**src/rtl/mem_access_unit_pkg.sv**
```systemverilog
// Shared definitions for the MEM-stage data-memory access unit:
// RV32 width codes, FSM state encodings, byte-enable constants and lane helpers.
package mem_access_unit_pkg;

  // RV32 load/store width and sign codes carried in funct3
  localparam logic [2:0] F3_B  = 3'b000;
  localparam logic [2:0] F3_H  = 3'b001;
  localparam logic [2:0] F3_W  = 3'b010;
  localparam logic [2:0] F3_BU = 3'b100;
  localparam logic [2:0] F3_HU = 3'b101;

  // FSM state encodings
  localparam logic [1:0] ST_IDLE   = 2'd0;
  localparam logic [1:0] ST_ACCESS = 2'd1;
  localparam logic [1:0] ST_DONE   = 2'd2;

  // Byte-enable patterns
  localparam logic [3:0] BE_BYTE0   = 4'b0001;
  localparam logic [3:0] BE_LO_HALF = 4'b0011;
  localparam logic [3:0] BE_HI_HALF = 4'b1100;
  localparam logic [3:0] BE_ALL     = 4'b1111;

  // Command fields kept for the duration of an access
  typedef struct packed {
    logic       load;
    logic [2:0] funct3;
    logic [1:0] offset;
  } cmd_t;

  // True when the access must be aborted before reaching the bus: unaligned
  // half/word, or a width code that does not exist for this direction
  // (unsigned variants only make sense for loads).
  function automatic logic access_bad(input logic store, input logic [2:0] f3,
                                      input logic [1:0] off);
    logic bad;
    bad = 1'b1;
    case (f3)
      F3_B:    bad = 1'b0;
      F3_H:    bad = off[0];
      F3_W:    bad = |off;
      F3_BU:   bad = store;
      F3_HU:   bad = store | off[0];
      default: bad = 1'b1;
    endcase
    return bad;
  endfunction

  // Lane mask for a store of the given width at the given byte offset
  function automatic logic [3:0] store_be(input logic [2:0] f3, input logic [1:0] off);
    logic [3:0] be;
    case (f3[1:0])
      2'b00:   be = BE_BYTE0 << off;
      2'b01:   be = off[1] ? BE_HI_HALF : BE_LO_HALF;
      default: be = BE_ALL;
    endcase
    return be;
  endfunction

  // Replicate right-aligned store data across every lane it could target
  function automatic logic [31:0] store_lanes(input logic [2:0] f3, input logic [31:0] data);
    logic [31:0] lanes;
    case (f3[1:0])
      2'b00:   lanes = {4{data[7:0]}};
      2'b01:   lanes = {2{data[15:0]}};
      default: lanes = data;
    endcase
    return lanes;
  endfunction

endpackage

```
**src/rtl/mem_access_unit_if.sv**
```systemverilog
// Data-memory request/ready bus between the access unit (master) and memory (slave).
interface mem_access_unit_if;

  logic        dmem_req;
  logic        dmem_we;
  logic [31:0] dmem_addr;
  logic [3:0]  dmem_be;
  logic [31:0] dmem_wdata;
  logic        dmem_ready;
  logic [31:0] dmem_rdata;

  modport master (
    output dmem_req,
    output dmem_we,
    output dmem_addr,
    output dmem_be,
    output dmem_wdata,
    input  dmem_ready,
    input  dmem_rdata
  );

  modport slave (
    input  dmem_req,
    input  dmem_we,
    input  dmem_addr,
    input  dmem_be,
    input  dmem_wdata,
    output dmem_ready,
    output dmem_rdata
  );

endinterface

```
**src/rtl/mem_load_align.sv**
```systemverilog
// Combinational load formatter: picks the addressed byte/half out of the read
// word and sign- or zero-extends it according to funct3.
module mem_load_align
  import mem_access_unit_pkg::*;
(
  input  logic [31:0] rdata,
  input  logic [1:0]  offset,
  input  logic [2:0]  funct3,
  output logic [31:0] result
);

  logic [7:0]  lane [4];
  logic [7:0]  sel_byte;
  logic [15:0] sel_half;

  genvar gi;
  generate
    for (gi = 0; gi < 4; gi++) begin : g_lane
      assign lane[gi] = rdata[8*gi +: 8];
    end
  endgenerate

  assign sel_byte = lane[offset];
  assign sel_half = offset[1] ? {lane[3], lane[2]} : {lane[1], lane[0]};

  // Extend the selected field; full word passes straight through
  always_comb begin
    result = rdata;
    case (funct3)
      F3_B:    result = {{24{sel_byte[7]}}, sel_byte};
      F3_BU:   result = {24'b0, sel_byte};
      F3_H:    result = {{16{sel_half[15]}}, sel_half};
      F3_HU:   result = {16'b0, sel_half};
      default: result = rdata;
    endcase
  end

endmodule

```
**src/rtl/mem_access_unit.sv**
```systemverilog
// MEM-stage data-memory access unit. One load/store per start strobe:
// IDLE -> ACCESS -> DONE -> IDLE, or IDLE -> DONE for aborted/no-op commands.
// Stores are lane-formatted onto the bus; loads are extended into load_data,
// which holds its value until the next successful load.
module mem_access_unit
  import mem_access_unit_pkg::*;
#(
  parameter int TIMEOUT = 16,
  parameter int CNT_W   = 5   // must satisfy 2**CNT_W > TIMEOUT
) (
  input  logic        clk,
  input  logic        rst,
  input  logic        start,
  input  logic        is_load,
  input  logic        is_store,
  input  logic [2:0]  funct3,
  input  logic [31:0] addr,
  input  logic [31:0] wdata,
  output logic        busy,
  output logic        done,
  output logic [31:0] load_data,
  output logic        misaligned,
  output logic        bus_err,
  mem_access_unit_if.master dmem
);

  logic [1:0]       state_reg;
  logic [CNT_W-1:0] wait_cnt_reg;
  cmd_t             cmd_reg;

  logic        accept;
  logic        dir_ok;
  logic        bad;
  logic        issue;
  logic        ready_hit;
  logic        timeout_hit;
  logic [31:0] load_ext;

  assign accept      = (state_reg == ST_IDLE) && start;
  assign dir_ok      = is_load ^ is_store;
  assign bad         = access_bad(is_store, funct3, addr[1:0]);
  assign issue       = accept && dir_ok && !bad;
  assign ready_hit   = (state_reg == ST_ACCESS) && dmem.dmem_ready;
  assign timeout_hit = (state_reg == ST_ACCESS) && !dmem.dmem_ready &&
                       (wait_cnt_reg == CNT_W'(TIMEOUT - 1));
  assign busy        = (state_reg != ST_IDLE);

  // Sequencing, wait counter and completion flags
  always_ff @(posedge clk or posedge rst) begin
    if (rst) begin
      state_reg    <= ST_IDLE;
      wait_cnt_reg <= '0;
      cmd_reg      <= '0;
      done         <= 1'b0;
      misaligned   <= 1'b0;
      bus_err      <= 1'b0;
    end else begin
      case (state_reg)
        ST_IDLE: begin
          if (accept) begin
            wait_cnt_reg <= '0;
            if (dir_ok) begin
              cmd_reg.load   <= is_load;
              cmd_reg.funct3 <= funct3;
              cmd_reg.offset <= addr[1:0];
            end
            if (issue) begin
              state_reg <= ST_ACCESS;
            end else begin
              // Aborted or no-op command completes without touching the bus
              state_reg  <= ST_DONE;
              done       <= 1'b1;
              misaligned <= dir_ok && bad;
            end
          end
        end
        ST_ACCESS: begin
          if (ready_hit) begin
            state_reg <= ST_DONE;
            done      <= 1'b1;
          end else if (timeout_hit) begin
            state_reg <= ST_DONE;
            done      <= 1'b1;
            bus_err   <= 1'b1;
          end else begin
            wait_cnt_reg <= wait_cnt_reg + 1'b1;
          end
        end
        ST_DONE: begin
          state_reg  <= ST_IDLE;
          done       <= 1'b0;
          misaligned <= 1'b0;
          bus_err    <= 1'b0;
        end
        default: begin
          state_reg  <= ST_IDLE;
          done       <= 1'b0;
          misaligned <= 1'b0;
          bus_err    <= 1'b0;
        end
      endcase
    end
  end

  // Registered bus outputs: set up on issue, held until ready or timeout
  always_ff @(posedge clk or posedge rst) begin
    if (rst) begin
      dmem.dmem_req   <= 1'b0;
      dmem.dmem_we    <= 1'b0;
      dmem.dmem_addr  <= '0;
      dmem.dmem_be    <= '0;
      dmem.dmem_wdata <= '0;
    end else if (issue) begin
      dmem.dmem_req   <= 1'b1;
      dmem.dmem_we    <= is_store;
      dmem.dmem_addr  <= {addr[31:2], 2'b00};
      dmem.dmem_be    <= is_store ? store_be(funct3, addr[1:0]) : BE_ALL;
      dmem.dmem_wdata <= is_store ? store_lanes(funct3, wdata) : '0;
    end else if (ready_hit || timeout_hit) begin
      dmem.dmem_req <= 1'b0;
      dmem.dmem_we  <= 1'b0;
    end
  end

  // Capture the extended load result when the bus completes a load
  always_ff @(posedge clk or posedge rst) begin
    if (rst) begin
      load_data <= '0;
    end else if (ready_hit && cmd_reg.load) begin
      load_data <= load_ext;
    end
  end

  mem_load_align u_load_align (
    .rdata  (dmem.dmem_rdata),
    .offset (cmd_reg.offset),
    .funct3 (cmd_reg.funct3),
    .result (load_ext)
  );

endmodule
```
**src/flat_wrapper.sv**
```systemverilog
// flat-port wrapper written by rule: the top's interface ports become plain ports
module mem_access_unit_flat import mem_access_unit_pkg::*;
#(
  parameter int TIMEOUT = 16,
  parameter int CNT_W   = 5                                     
)
  (clk, rst, start, is_load, is_store, funct3, addr, wdata, busy, done, load_data, misaligned, bus_err, dmem_dmem_req, dmem_dmem_we, dmem_dmem_addr, dmem_dmem_be, dmem_dmem_wdata, dmem_dmem_ready, dmem_dmem_rdata);
  mem_access_unit_if dmem_i ();
  input  logic clk;
  input  logic rst;
  input  logic start;
  input  logic is_load;
  input  logic is_store;
  input  logic [2:0] funct3;
  input  logic [31:0] addr;
  input  logic [31:0] wdata;
  output logic busy;
  output logic done;
  output logic [31:0] load_data;
  output logic misaligned;
  output logic bus_err;
  output wire logic [$bits(dmem_i.dmem_req)-1:0] dmem_dmem_req;
  output wire logic [$bits(dmem_i.dmem_we)-1:0] dmem_dmem_we;
  output wire logic [$bits(dmem_i.dmem_addr)-1:0] dmem_dmem_addr;
  output wire logic [$bits(dmem_i.dmem_be)-1:0] dmem_dmem_be;
  output wire logic [$bits(dmem_i.dmem_wdata)-1:0] dmem_dmem_wdata;
  input wire logic [$bits(dmem_i.dmem_ready)-1:0] dmem_dmem_ready;
  input wire logic [$bits(dmem_i.dmem_rdata)-1:0] dmem_dmem_rdata;
  assign dmem_dmem_req = dmem_i.dmem_req;
  assign dmem_dmem_we = dmem_i.dmem_we;
  assign dmem_dmem_addr = dmem_i.dmem_addr;
  assign dmem_dmem_be = dmem_i.dmem_be;
  assign dmem_dmem_wdata = dmem_i.dmem_wdata;
  assign dmem_i.dmem_ready = dmem_dmem_ready;
  assign dmem_i.dmem_rdata = dmem_dmem_rdata;
  mem_access_unit #(.TIMEOUT(TIMEOUT), .CNT_W(CNT_W)) u_core (.clk(clk), .rst(rst), .start(start), .is_load(is_load), .is_store(is_store), .funct3(funct3), .addr(addr), .wdata(wdata), .busy(busy), .done(done), .load_data(load_data), .misaligned(misaligned), .bus_err(bus_err), .dmem(dmem_i));
endmodule
```
**config.mk**
```make
export PLATFORM = sky130hd
export DESIGN_NAME = mem_access_unit_flat
export DESIGN_NICKNAME = d
export VERILOG_FILES = /design/src/rtl/mem_access_unit_pkg.sv /design/src/rtl/mem_access_unit_if.sv /design/src/rtl/mem_load_align.sv /design/src/rtl/mem_access_unit.sv /design/src/flat_wrapper.sv
export SDC_FILE = /design/constraint.sdc
export NUM_CORES = 1
export LEC_CHECK = 0
export BUFFER_PORTS_ARGS = -buffer_cell sky130_fd_sc_hd__buf_2
export CAP_MARGIN = 20
export CELL_PAD_IN_SITES_DETAIL_PLACEMENT = 0
export CELL_PAD_IN_SITES_GLOBAL_PLACEMENT = 2
export CORE_ASPECT_RATIO = 0.7
export CORE_MARGIN = 2
export CORE_UTILIZATION = 30
export CTS_CLUSTER_DIAMETER = 60
export DETAILED_ROUTE_END_ITERATION = 8
export GPL_ROUTABILITY_DRIVEN = 0
export GPL_TIMING_DRIVEN = 0
export PLACE_DENSITY = 0.83
export SLEW_MARGIN = 20
export SYNTH_ARGS = -nofsm -noshare
export SYNTH_HDL_FRONTEND = slang
export SYNTH_SLANG_ARGS = --single-unit
```
**constraint.sdc**
```tcl
create_clock -name clk -period 8.3 [get_ports clk]
set_input_delay 1.245 -clock clk [delete_from_list [all_inputs] [get_ports clk]]
set_output_delay 1.245 -clock clk [all_outputs]
set_load 0.05 [all_outputs]
```
# == Yosys cells after proc, flatten, opt, wreduce, memory -nomap -nowiden ==
# Index checks and enable logic that the tools add are counted.
# W data, S select, Z words.
# word_totals
mem_count,0
regBits,116
ramBits,0
romBits,0
latch_bits,0
word_cells,96
# op_classes
div,0
multipliers,0
eq_ne,16
n_bitwise,5
add_sub_neg,1
n_shift,1
n_reduce_logical,25
n_lt_le_gt_ge,1
muxes,33
# op_table
op,n
$pmux W32 S4,1
$pmux W32 S2,1
$mux W32,1
$bmux W8 S2,1
$mux W16,1
$mux W8,2
$mux W5,3
$eq A3 B3 Y1 const B,4
$reduce_and A3 Y1,4
$mux W1,10
$pmux W5 S2,1
$logic_and A1 B1 Y1,8
$mux W2,4
$mux W4,2
$pmux W4 S2,1
$eq A3 B1 Y1 const B,2
$logic_not A3 Y1,2
$ne A2 B2 Y1 const B,3
$pmux W1 S2,3
$reduce_bool A2 Y1,3
$add A5 B1 Y5 const B,1
$eq A5 B4 Y1 const B,1
$pmux W1 S5,1
$eq A2 B1 Y1 const B,2
16 further kinds,20

# == Longest topological paths before layout ==
# Gate-level depths: netlist of the first run.
# depth
depth_word,7
depth_mapped,7
depth_no_buf,7

# == Hierarchy ==
# Synthesis of the first run repeated with hierarchy kept, for this count alone.
# hier_totals
cells_unflattened,504
hier_area_um2,5741.8
# modules_own_cells
module,seq_area_each_um2,area_per_inst_um2,n_inst,cells_per_inst
mem_access_unit,2902.8,5113.7,1,395
mem_load_align,0.0,628.1,1,109

# == Least setup slack after synthesis of the first run ==
# Ideal clock, no wire load.
# synth_timing
path_kind,input -> register
startpoint,in funct3[0]
endpoint,reg u_core.dmem.dmem_wdata[10]
arrival_time_ns,2.366
path_slack_ns,5.800
path_stages,7
path_cell_list,buf_2 -> nor4_2 -> o211ai_4 -> buf_6 -> buf_2 -> nand2_1 -> o31ai_1
# synth_via
elab_chain_len,4
word_cells_on_any_way,12
cone_classes,5 x eq/ne; 3 x mux; 4 x reduce/logical
# synth_lines
element,line_no,source
from (decl),flat_wrapper.sv:14,input logic [2:0] funct3;
"$eq A3 B3 Y1, or another cell as far along",mem_access_unit_pkg.sv:37,case (f3)
$pmux W1 S5,mem_access_unit_pkg.sv:37,
$logic_not A1 Y1,mem_access_unit.sv:42,assign issue = accept && dir_ok && !bad;
$logic_and A1 B1 Y1,mem_access_unit.sv:42,
to (signal assigned),mem_access_unit.sv:118,"dmem.dmem_wdata <= is_store ? store_lanes(funct3, wdata) : '0;"
to (decl),mem_access_unit_if.sv:17,"output dmem_wdata,"
# Parallel ways exist; a longest one is shown, timed or not.
# A chain may end at the register's enable or synchronous reset.

# == Final worst setup path of the first run ==
# layout_timing
startpoint,reg u_core.state_reg[0]
endpoint,out busy
# layout_via
elab_chain_len,1
# layout_lines
element,line_no,source
from (decl),mem_access_unit.sv:27,logic [1:0] state_reg;
from (signal assigned),mem_access_unit.sv:51,state_reg <= ST_IDLE;
from (signal assigned),mem_access_unit.sv:68,state_reg <= ST_ACCESS;
from (signal assigned),mem_access_unit.sv:71,state_reg <= ST_DONE;
$reduce_bool A2 Y1,mem_access_unit.sv:46,assign busy = (state_reg != ST_IDLE);
to (decl),flat_wrapper.sv:17,output logic busy;
# No other way between the ends.

==> results of run 1 <==
-- area by class of cell --
type	count	share of cell area [%]
inverters	9	0.514
flip-flops and latches	116	38.5
clock inverters	5	0.996
well taps	236	3.92
repair buffers	207	14.0
plain buffers	38	2.80
clock buffers	25	6.44
multi-input cells	370	32.8
-- placed cells by master, fill, tap and decap left out, drive strengths merged, types with 3 or more instances in the layout --
cell type  count
buf          229
dfrtp        116
nand2         99
mux2          43
clkbuf        41
nand3         40
o21ai         38
mux2i         26
nor2          22
a21oi         17
o31ai         17
inv            8
nor3b          8
a211oi         7
nand2b         6
a21o           6
nor2b          5
clkinv         4
o21ba          3
nor3           3
-- report_power, final --
| part | leakage (nW) | internal, mW | total [mW] | switching [mW] |
|---|---|---|---|---|
| Combinational | 2.14 | 0.352 | 1.32 | 0.970 |
| Sequential | 1.47 | 0.764 | 0.888 | 0.124 |
| Clock | 0.277 | 0.460 | 0.711 | 0.250 |
-- stage by stage --
stage	setup slack [ns]	power [mW]	area (sq um)	std cells	hold WS, ns
2_1_floorplan	3.98	1.87	5620	533	0.450
3_3_place_gp	2.58	2.20	6950	975	0.458
3_5_place_dp	5.48	2.22	6980	976	0.470
4_1_cts	5.62	2.94	7540	1006	0.483
5_1_grt	5.59	3.06	7540	1006	0.504
6_report	5.65	2.92	7540	1006	0.482
-- worst max-delay path: stages (launching register included) --
cell,delay (ns)
sky130_fd_sc_hd__dfrtp_1,0.47
sky130_fd_sc_hd__or2_2,0.32
sky130_fd_sc_hd__buf_2,0.21
-- layer usage --
layer,global-route usage [%],wire [um],up-vias
met5,0,13,-
met4,5.49,203,2
met3,6.43,1440,21
met2,26.8,7680,175
met1,24.4,8150,2323
li1,-,-,2306
-- cells by family after synthesis --
group	share of synthesized area [%]
buf+inv	4.37
simple gates	15.5
other cells	0.0668
flops	51.7
xor+xnor	0.446
compound gates	12.3
mux	15.3
fa+ha+maj	0.445
-- path summary, 6_finish.rpt --
kind                                                        start                                      to  slack (ns)
min reg2reg                u_core.dmem.dmem_wdata[26]$_DFFE_PP0P_  u_core.dmem.dmem_wdata[26]$_DFFE_PP0P_        0.48
min in group asynchronous                                     rst   u_core.dmem.dmem_addr[11]$_DFFE_PP0P_        0.85
min                        u_core.dmem.dmem_wdata[26]$_DFFE_PP0P_  u_core.dmem.dmem_wdata[26]$_DFFE_PP0P_        0.48
max in group asynchronous                                     rst   u_core.dmem.dmem_addr[26]$_DFFE_PP0P_        6.74
max                               u_core.state_reg[0]$_DFFE_PP0P_                                    busy        5.65
max reg2reg                    u_core.wait_cnt_reg[0]$_DFFE_PP0P_      u_core.wait_cnt_reg[3]$_DFFE_PP0P_        6.24
==> flow_metrics.env, run 1 <==
export IMPL_status="complete, but fails checks"
export IMPL_violations="DRC"
export IMPL_globalRouteOverflowTotal=0
export IMPL_drt_iter0_drc=341
export IMPL_ys_seq_elements=116
export IMPL_layout_top_registers="u_core.dmem.dmem_wdata: 32 flops, u_core.load_data: 32 flops, u_core.dmem.dmem_addr: 30 flops"
export IMPL_max_freq_ghz=0.377
export IMPL_async_flop_share_pct=100
export IMPL_path_class="reg -> out"
export IMPL_syn_mean_instance_area_sq_um=10.6
export IMPL_io_buffer_count=206
export IMPL_antenna_left=0
export IMPL_dieHeight_um=118
export IMPL_clk_insertion_delay_late_ns=0.42
export IMPL_slew_limit_headroom_pct=48.4
export IMPL_top_post_synthesis_cells_by_count="sky130_fd_sc_hd__dfrtp_1, sky130_fd_sc_hd__nand2_1, sky130_fd_sc_hd__nand3_1"
export IMPL_synth_cells=532
export IMPL_cts_buffers=17
export IMPL_hold_path_depth=2
export IMPL_routedWlPerCell_um=17.4
export IMPL_max_cap_violations=0
export IMPL_grt_start_max_net_pins=70
export IMPL_nets_final=866
export IMPL_hold_viol=0
export IMPL_tritoncts="built"
export IMPL_skew_ns=0.0111
export IMPL_yosys_warnings=0
export IMPL_detail_route_first_pass_iterations=6
export IMPL_floorplan_die_area_sq_um=19900
export IMPL_cts_sinks=116
export IMPL_grt_antenna_before_repair=1
export IMPL_place_detailed_hpwl_mm=13.2
export IMPL_worst_ir_drop_vdd_mv=0.199
export IMPL_fp_coreArea_sq_um=18200
export IMPL_share_of_the_yosys_chip_area_belonging_to_registers_pct=51.7
export IMPL_cts_root_buf="sky130_fd_sc_hd__clkbuf_16"
export IMPL_multi_input_comb_area_sq_um=2470
export IMPL_track_usage_pct=18.0
export IMPL_synth_most_common_cell="sky130_fd_sc_hd__dfrtp_1"
export IMPL_setup_viol=0
export IMPL_first_global_vias=5025
export IMPL_yosysTopAreaCell="sky130_fd_sc_hd__dfrtp_1"
export IMPL_critical_path_startpoint_type="register"
export IMPL_maximum_fanout_count_along_the_critical_path=9
export IMPL_synth_top_cell_area_share_pct=51.7
export IMPL_leakagePower_nw=3.89
export IMPL_finish_utilization_pct=41.5
export IMPL_arrival_ns=1.41
export IMPL_timing_final_crit_period_ns=2.65
export IMPL_worst_slew_pin_transition_ns=0.773
export IMPL_cts_repair_timing_setup_buffer_count=0
export IMPL_cts_max_level=4
export IMPL_yosys_cell_types_count=53
export IMPL_pin_count=211
export IMPL_routed_wirelength_mm=17.5
export IMPL_via_count=4827
export IMPL_syn_to_final_growth_pct=34.2
export IMPL_number_of_filler_cells_placed_in_the_layout=1826
export IMPL_grt_first_pass_wirelength_mm=27.5
export IMPL_die_boundary_width_um=168
export IMPL_timing_setup_tns_ns=0
export IMPL_worstHoldPathType="reg -> reg"
export IMPL_maxSlewViolCount=0
export IMPL_power_density_cell_area_nw_per_um2=387
export IMPL_ratio_of_cells_with_drive_above_1_in_the_final_layout_pct=40.1
export IMPL_crit_path_end_kind="primary output"
export IMPL_max_clock_path_buffers=2
export IMPL_antennaDiodeCount=0
export IMPL_post_synth_main_area_contributors="sky130_fd_sc_hd__dfrtp_1, sky130_fd_sc_hd__mux2_4, sky130_fd_sc_hd__nand2_1"
export IMPL_seqCellArea_sq_um=2900
export IMPL_final_period_utilization_pct=31.9
export IMPL_rsz_0062_raised_after_global_routing="false"
export IMPL_fp_row_count=41
export IMPL_reg2regPathDepth=7
export IMPL_synth_edff_count=0
export IMPL_mappedNetlistArea_sq_um=5620
export IMPL_cts_hold_repair_buffers=0
export IMPL_drt_drc_violations_left=10
export IMPL_initial_core_util_pct=30.9
export IMPL_avgViaCountPerCell=4.80
export IMPL_worst_ep_required_time_ns=7.05
export IMPL_path_clk_slew_ns=0.06
export IMPL_cells_resized_by_post_cts_repair=0
export IMPL_synthFlopType="sky130_fd_sc_hd__dfrtp_1"
(Power assumes the default switching activity.)
==> run 2, diff against run 1 <==
CORE_UTILIZATION = 27   (was 30)
PLACE_DENSITY = 0.79   (was 0.83)
clock period = 2.2 ns   (was 8.3 ns; I/O delays follow)
==> run 2 against run 1 <==
First-iteration DRC count is 40% lower. The flow now finishes without violations. Final cell count is 4.5% higher. Clock skew is 0.0033 ns lower. Worst setup slack worse by 5.5 ns. Sequential power grew to 3.7 times the previous value. Non-clock buffer count is 2 higher. Via count is 1.5% lower. Combinational power grew to 3.8 times the previous value.
==> flow_metrics.env, run 2 (synthesis gave the netlist of run 1 again) <==
export IMPL_clk_insertion_delay_late_ns=0.42
export IMPL_grt_antenna_before_repair=3
export IMPL_rsz_0062_raised_after_global_routing="false"
export IMPL_critical_path_buf_inv_count=0
export IMPL_post_route_worst_setup_slack_ns=0.171
export IMPL_routedWlPerCell_um=17.3
export IMPL_most_common_layout_cells="sky130_fd_sc_hd__buf_2, sky130_fd_sc_hd__dfrtp_1, sky130_fd_sc_hd__nand2_1"
export IMPL_path_clk_slew_ns=0.06
export IMPL_grt_first_pass_wirelength_mm=28.6
export IMPL_dieHeight_um=125
export IMPL_path_class="reg -> reg"
export IMPL_arrival_ns=2.33
export IMPL_worstHoldPathType="in -> async"
export IMPL_reg2regPathDepth=7
export IMPL_antenna_left=0
export IMPL_critical_path_most_common_cell="sky130_fd_sc_hd__ha_1"
export IMPL_fp_coreArea_sq_um=20600
export IMPL_timing_critical_path_cells="ha_1, and3_1, ha_1, nor2_1, o21ai_0, o21a_1, o22a_1"
export IMPL_hold_viol=0
export IMPL_status="finished clean"
export IMPL_syn_to_final_growth_pct=36.8
export IMPL_tritoncts="built"
export IMPL_max_clock_path_buffers=2
export IMPL_final_period_utilization_pct=92.2
export IMPL_power_density_cell_area_nw_per_um2=1460
export IMPL_slowest_stage="sky130_fd_sc_hd__dfrtp_1"
export IMPL_worst_ep_required_time_ns=2.50
export IMPL_fp_row_count=44
export IMPL_layout_cells_most_common="sky130_fd_sc_hd__buf_2"
export IMPL_cts_repair_timing_setup_buffer_count=0
export IMPL_ratio_of_cells_with_drive_above_1_in_the_final_layout_pct=41.1
export IMPL_multi_input_comb_area_sq_um=2470
export IMPL_finish_utilization_pct=37.3
export IMPL_max_freq_ghz=0.493
export IMPL_drt_drc_violations_left=0
export IMPL_first_global_vias=4836
export IMPL_layout_top_registers="u_core.dmem.dmem_wdata: 32 flops, u_core.load_data: 32 flops, u_core.dmem.dmem_addr: 30 flops"
export IMPL_detail_route_first_pass_iterations=4
export IMPL_drt_iter0_drc=206
export IMPL_via_count=4755
export IMPL_nets_final=868
export IMPL_path_depth=7
export IMPL_crit_path_end_kind="register"
export IMPL_initial_core_util_pct=27.3
export IMPL_track_usage_pct=17.2
export IMPL_cts_root_buf="sky130_fd_sc_hd__clkbuf_16"
export IMPL_slew_limit_headroom_pct=41.4
export IMPL_cts_hold_repair_buffers=0
export IMPL_cts_sinks=116
export IMPL_io_buffer_count=206
export IMPL_critPathMaxStageDelay_ns=0.41
export IMPL_routed_wirelength_mm=18.2
export IMPL_setup_viol=0
export IMPL_floorplan_die_area_sq_um=22000
export IMPL_skew_ns=0.00783
export IMPL_number_of_filler_cells_placed_in_the_layout=2188
export IMPL_fin_hold_ws_ns=0.0173
export IMPL_grt_start_max_net_pins=32
export IMPL_pin_count=211
export IMPL_avgViaCountPerCell=4.52
export IMPL_worst_slew_pin_transition_ns=0.878
export IMPL_cells_resized_by_post_cts_repair=0
export IMPL_post_place_ws_ns=0.197
export IMPL_worst_ir_drop_vdd_mv=0.714
export IMPL_cts_max_level=4
export IMPL_critical_path_startpoint_type="register"
export IMPL_maxSlewViolCount=0
export IMPL_place_detailed_hpwl_mm=13.8
export IMPL_max_cap_violations=0
export IMPL_cpLargestDelayFamily="compound AO/OA/AOI/OAI gates"
export IMPL_leakagePower_nw=3.92
export IMPL_seqCellArea_sq_um=2900
export IMPL_cts_buffers=17
export IMPL_maximum_fanout_count_along_the_critical_path=5
export IMPL_die_boundary_width_um=176
export IMPL_globalRouteOverflowTotal=0
export IMPL_timing_final_crit_period_ns=2.03
run 2: worst reg2reg max path, delay by kind of cell (launching register included):
family	cells	cell delay, ns
adders and majority gates	2	0.43
and+or+nand+nor	2	0.41
AOI/OAI and AO/OA	3	0.67
DFF	1	0.41
run 2: through the flow:
step                power (mW)  setup TNS, ns  instances  area [sq um]
CTS                       11.4              0       1050          7680
detailed placement        8.39              0       1018          7060
floorplan                 7.07              0        533          5620
global route              11.8              0       1050          7680
finish                    11.2              0       1051          7680
global placement          8.36         -64.33       1015          7000
run 2: worst paths after layout:
kind,to,slack [ns],start
hold / removal,u_core.wait_cnt_reg[3]$_DFFE_PP0P_,0.02,rst
min in group clk,u_core.dmem.dmem_addr[16]$_DFFE_PP0P_,0.14,addr[16]
hold reg to reg,u_core.dmem.dmem_wdata[13]$_DFFE_PP0P_,0.47,u_core.dmem.dmem_wdata[13]$_DFFE_PP0P_
setup / recovery,u_core.wait_cnt_reg[3]$_DFFE_PP0P_,0.17,u_core.wait_cnt_reg[0]$_DFFE_PP0P_
max in group asynchronous,u_core.dmem.dmem_addr[4]$_DFFE_PP0P_,1.37,rst
setup reg to reg,u_core.wait_cnt_reg[3]$_DFFE_PP0P_,0.17,u_core.wait_cnt_reg[0]$_DFFE_PP0P_
run 2: per-layer routing:
| metal | track usage, % | wire length [um] |
|---|---|---|
| met1 | 24.6 | 8850 |
| met4 | 4.67 | 167 |
| met2 | 24.1 | 7550 |
| met3 | 6.38 | 1580 |
| met5 | 0 | 27 |
run 2: layout make-up:
class / count / share of cell area, %
antenna: 1 / 0.0326
tap: 276 / 4.49
inverter: 9 / 0.489
clock inverter: 15 / 2.54
buffer: 38 / 2.75
timing repair buffer: 209 / 14.2
sequential: 116 / 37.8
clock buffer: 17 / 5.54
multi-input combinational: 370 / 32.2
run 2: where the power goes:
part / leakage, nW / total (mW) / internal [mW] / switching (mW)
Sequential: 1.47 / 3.31 / 2.88 / 0.434
Clock: 0.297 / 2.92 / 1.81 / 1.11
Combinational: 2.15 / 5.01 / 1.33 / 3.68
==> run 3, diff against run 2 <==
==> constraint.sdc (replaced) <==
create_clock -name clk -period 2.2 [get_ports clk]
set_input_delay 0.11 -clock clk [delete_from_list [all_inputs] [get_ports clk]]
set_output_delay 0.11 -clock clk [all_outputs]
set_load 0.05 [all_outputs]
==> run 3 against run 2 <==
Core utilization increased by 2.9 points. Clock power hardly changed. Critical endpoint unchanged. Largest cell class unchanged. Sequential power barely moved. Worst setup slack about the same. Die area did not move. Worst hold slack improved by 0.0079 ns. Sequential share of layout area down 2.7 points. First-iteration DRC count grew 17%. Critical path depth unchanged. Sequential cell count is the same. Maximum frequency about the same. Total power grew 0.86%.
==> flow_metrics.env, run 3 (synthesis gave the netlist of run 1 again) <==
export IMPL_combinational_group_share_of_total_power_pct=45.0
export IMPL_final_area_sq_um=8280
export IMPL_routed_wirelength_mm=18.7
export IMPL_worst_ir_drop_vdd_mv=0.726
export IMPL_placedInstanceArea_sq_um=7060
export IMPL_antenna_left=0
export IMPL_crit_path_end_kind="register"
export IMPL_routedWlPerCell_um=16.9
export IMPL_most_common_layout_cells="sky130_fd_sc_hd__buf_2, sky130_fd_sc_hd__dfrtp_1, sky130_fd_sc_hd__nand2_1"
export IMPL_leakagePower_nw=4.17
export IMPL_power_sequential_fraction_pct=29.2
export IMPL_globalRouteOverflowTotal=0
export IMPL_fp_row_count=44
export IMPL_tritoncts="built"
export IMPL_timing_final_crit_period_ns=2.03
export IMPL_max_freq_ghz=0.493
export IMPL_layout_top_registers="u_core.dmem.dmem_wdata: 32 flops, u_core.load_data: 32 flops, u_core.dmem.dmem_addr: 30 flops"
export IMPL_netSwitchingPower_mw=5.25
export IMPL_maximum_fanout_count_along_the_critical_path=5
export IMPL_final_period_utilization_pct=92.2
export IMPL_critical_path_startpoint_type="register"
export IMPL_rsz_0062_raised_after_global_routing="false"
export IMPL_grt_first_pass_wirelength_mm=29.6
export IMPL_via_count=4987
export IMPL_path_class="reg -> reg"
export IMPL_worstHoldPathType="in -> reg"
export IMPL_ratio_of_cells_with_drive_above_1_in_the_final_layout_pct=38.1
export IMPL_cts_root_buf="sky130_fd_sc_hd__clkbuf_16"
export IMPL_clk_insertion_delay_late_ns=0.42
export IMPL_io_buffer_count=206
export IMPL_path_clk_slew_ns=0.06
export IMPL_first_global_vias=5124
export IMPL_status="finished clean"
export IMPL_slew_limit_headroom_pct=41.0
export IMPL_place_detailed_hpwl_mm=13.8
export IMPL_initial_core_util_pct=27.3
export IMPL_nets_final=928
export IMPL_cts_hold_repair_buffers=60
export IMPL_cts_buffers=17
export IMPL_floorplan_die_area_sq_um=22000
export IMPL_cells_resized_by_post_cts_repair=0
export IMPL_max_cap_violations=0
export IMPL_worst_slew_pin_transition_ns=0.885
export IMPL_syn_to_final_growth_pct=47.5
export IMPL_max_clock_path_buffers=2
export IMPL_hold_viol=0
export IMPL_layout_cells_most_common="sky130_fd_sc_hd__buf_2"
export IMPL_fp_coreArea_sq_um=20600
export IMPL_finish_utilization_pct=40.2
export IMPL_die_boundary_width_um=176
export IMPL_dieHeight_um=125
export IMPL_maxSlewViolCount=0
export IMPL_track_usage_pct=17.7
export IMPL_arrival_ns=2.33
export IMPL_grt_antenna_before_repair=2
export IMPL_detail_route_first_pass_iterations=4
export IMPL_avgViaCountPerCell=4.49
export IMPL_drt_iter0_drc=242
export IMPL_cts_max_level=4
export IMPL_p_int_mw=6.09
export IMPL_power_density_cell_area_nw_per_um2=1370
export IMPL_skew_ns=0.00807
export IMPL_drt_drc_violations_left=0
export IMPL_setup_viol=0
export IMPL_worst_ep_required_time_ns=2.50
export IMPL_cts_sinks=116
export IMPL_p_sw_share_pct=46.3
export IMPL_power_share_clock_pct=25.8
export IMPL_grt_start_max_net_pins=32
export IMPL_cts_repair_timing_setup_buffer_count=0
export IMPL_pin_count=211
export IMPL_report_power_total_mw=11.3
[run 3: metal layers]
layer / routed length [um] / track usage [%] / share of wire [%] / vias up
li1: - / - / - / 2432
met1: 9180 / 24.9 / 49 / 2379
met2: 7990 / 25.8 / 43 / 155
met3: 1390 / 6.01 / 7.4 / 19
met4: 173 / 4.67 / 0.92 / 2
met5: 13 / 0 / 0.069 / -
[run 3: area by class of cell]
cell class              instances  area [sq um]
repair buffers                269          1690
well taps                     276           345
inverters                       9          37.5
plain buffers                  38           211
multi-input cells             370          2470
clock inverters                15           195
diodes                          1          2.50
clock buffers                  17           425
fillers                      2120         12300
flip-flops and latches        116          2900
[run 3: critical path, cell delays in order (launching register included)]
cell	delay [ns]
sky130_fd_sc_hd__dfrtp_1	0.41
sky130_fd_sc_hd__ha_1	0.22
sky130_fd_sc_hd__and3_1	0.18
sky130_fd_sc_hd__ha_1	0.21
sky130_fd_sc_hd__nor2_1	0.23
sky130_fd_sc_hd__o21ai_0	0.26
sky130_fd_sc_hd__o21a_1	0.25
sky130_fd_sc_hd__o22a_1	0.16
[run 3: power by group through the flow]
stage	logic [mW]	registers [mW]	clock network, mW
floorplan	1.29	5.78	0
global placement	5.03	3.33	0
detailed placement	5.06	3.32	0
CTS	5.14	3.31	2.99
global route	5.37	3.43	3.10
finish	5.10	3.31	2.92
[run 3: path summary, 6_finish.rpt]
check / startpoint / to / slack [ns] / cells after the start
hold reg to reg: u_core.dmem.dmem_wdata[13]$_DFFE_PP0P_ / u_core.dmem.dmem_wdata[13]$_DFFE_PP0P_ / 0.47 / 2
max in group asynchronous: rst / u_core.dmem.dmem_addr[4]$_DFFE_PP0P_ / 1.04 / 5
setup / recovery: u_core.wait_cnt_reg[0]$_DFFE_PP0P_ / u_core.wait_cnt_reg[3]$_DFFE_PP0P_ / 0.17 / 7
hold / removal: wdata[16] / u_core.dmem.dmem_wdata[16]$_DFFE_PP0P_ / 0.03 / 3
min in group asynchronous: rst / u_core.wait_cnt_reg[3]$_DFFE_PP0P_ / 0.34 / 3
setup reg to reg: u_core.wait_cnt_reg[0]$_DFFE_PP0P_ / u_core.wait_cnt_reg[3]$_DFFE_PP0P_ / 0.17 / 7
[run 3: per-stage QoR]
step / hold slack, ns / instances / worst slack [ns] / setup TNS (ns)
2_1_floorplan: 0.246 / 533 / 0.413 / 0
4_1_cts: 0.00718 / 1110 / 0.187 / 0
5_1_grt: 0.0221 / 1110 / 0.0281 / 0
3_5_place_dp: 0.251 / 1018 / 0.197 / 0
3_3_place_gp: 0.341 / 1015 / -0.347 / -38.81
6_report: 0.0252 / 1111 / 0.171 / 0
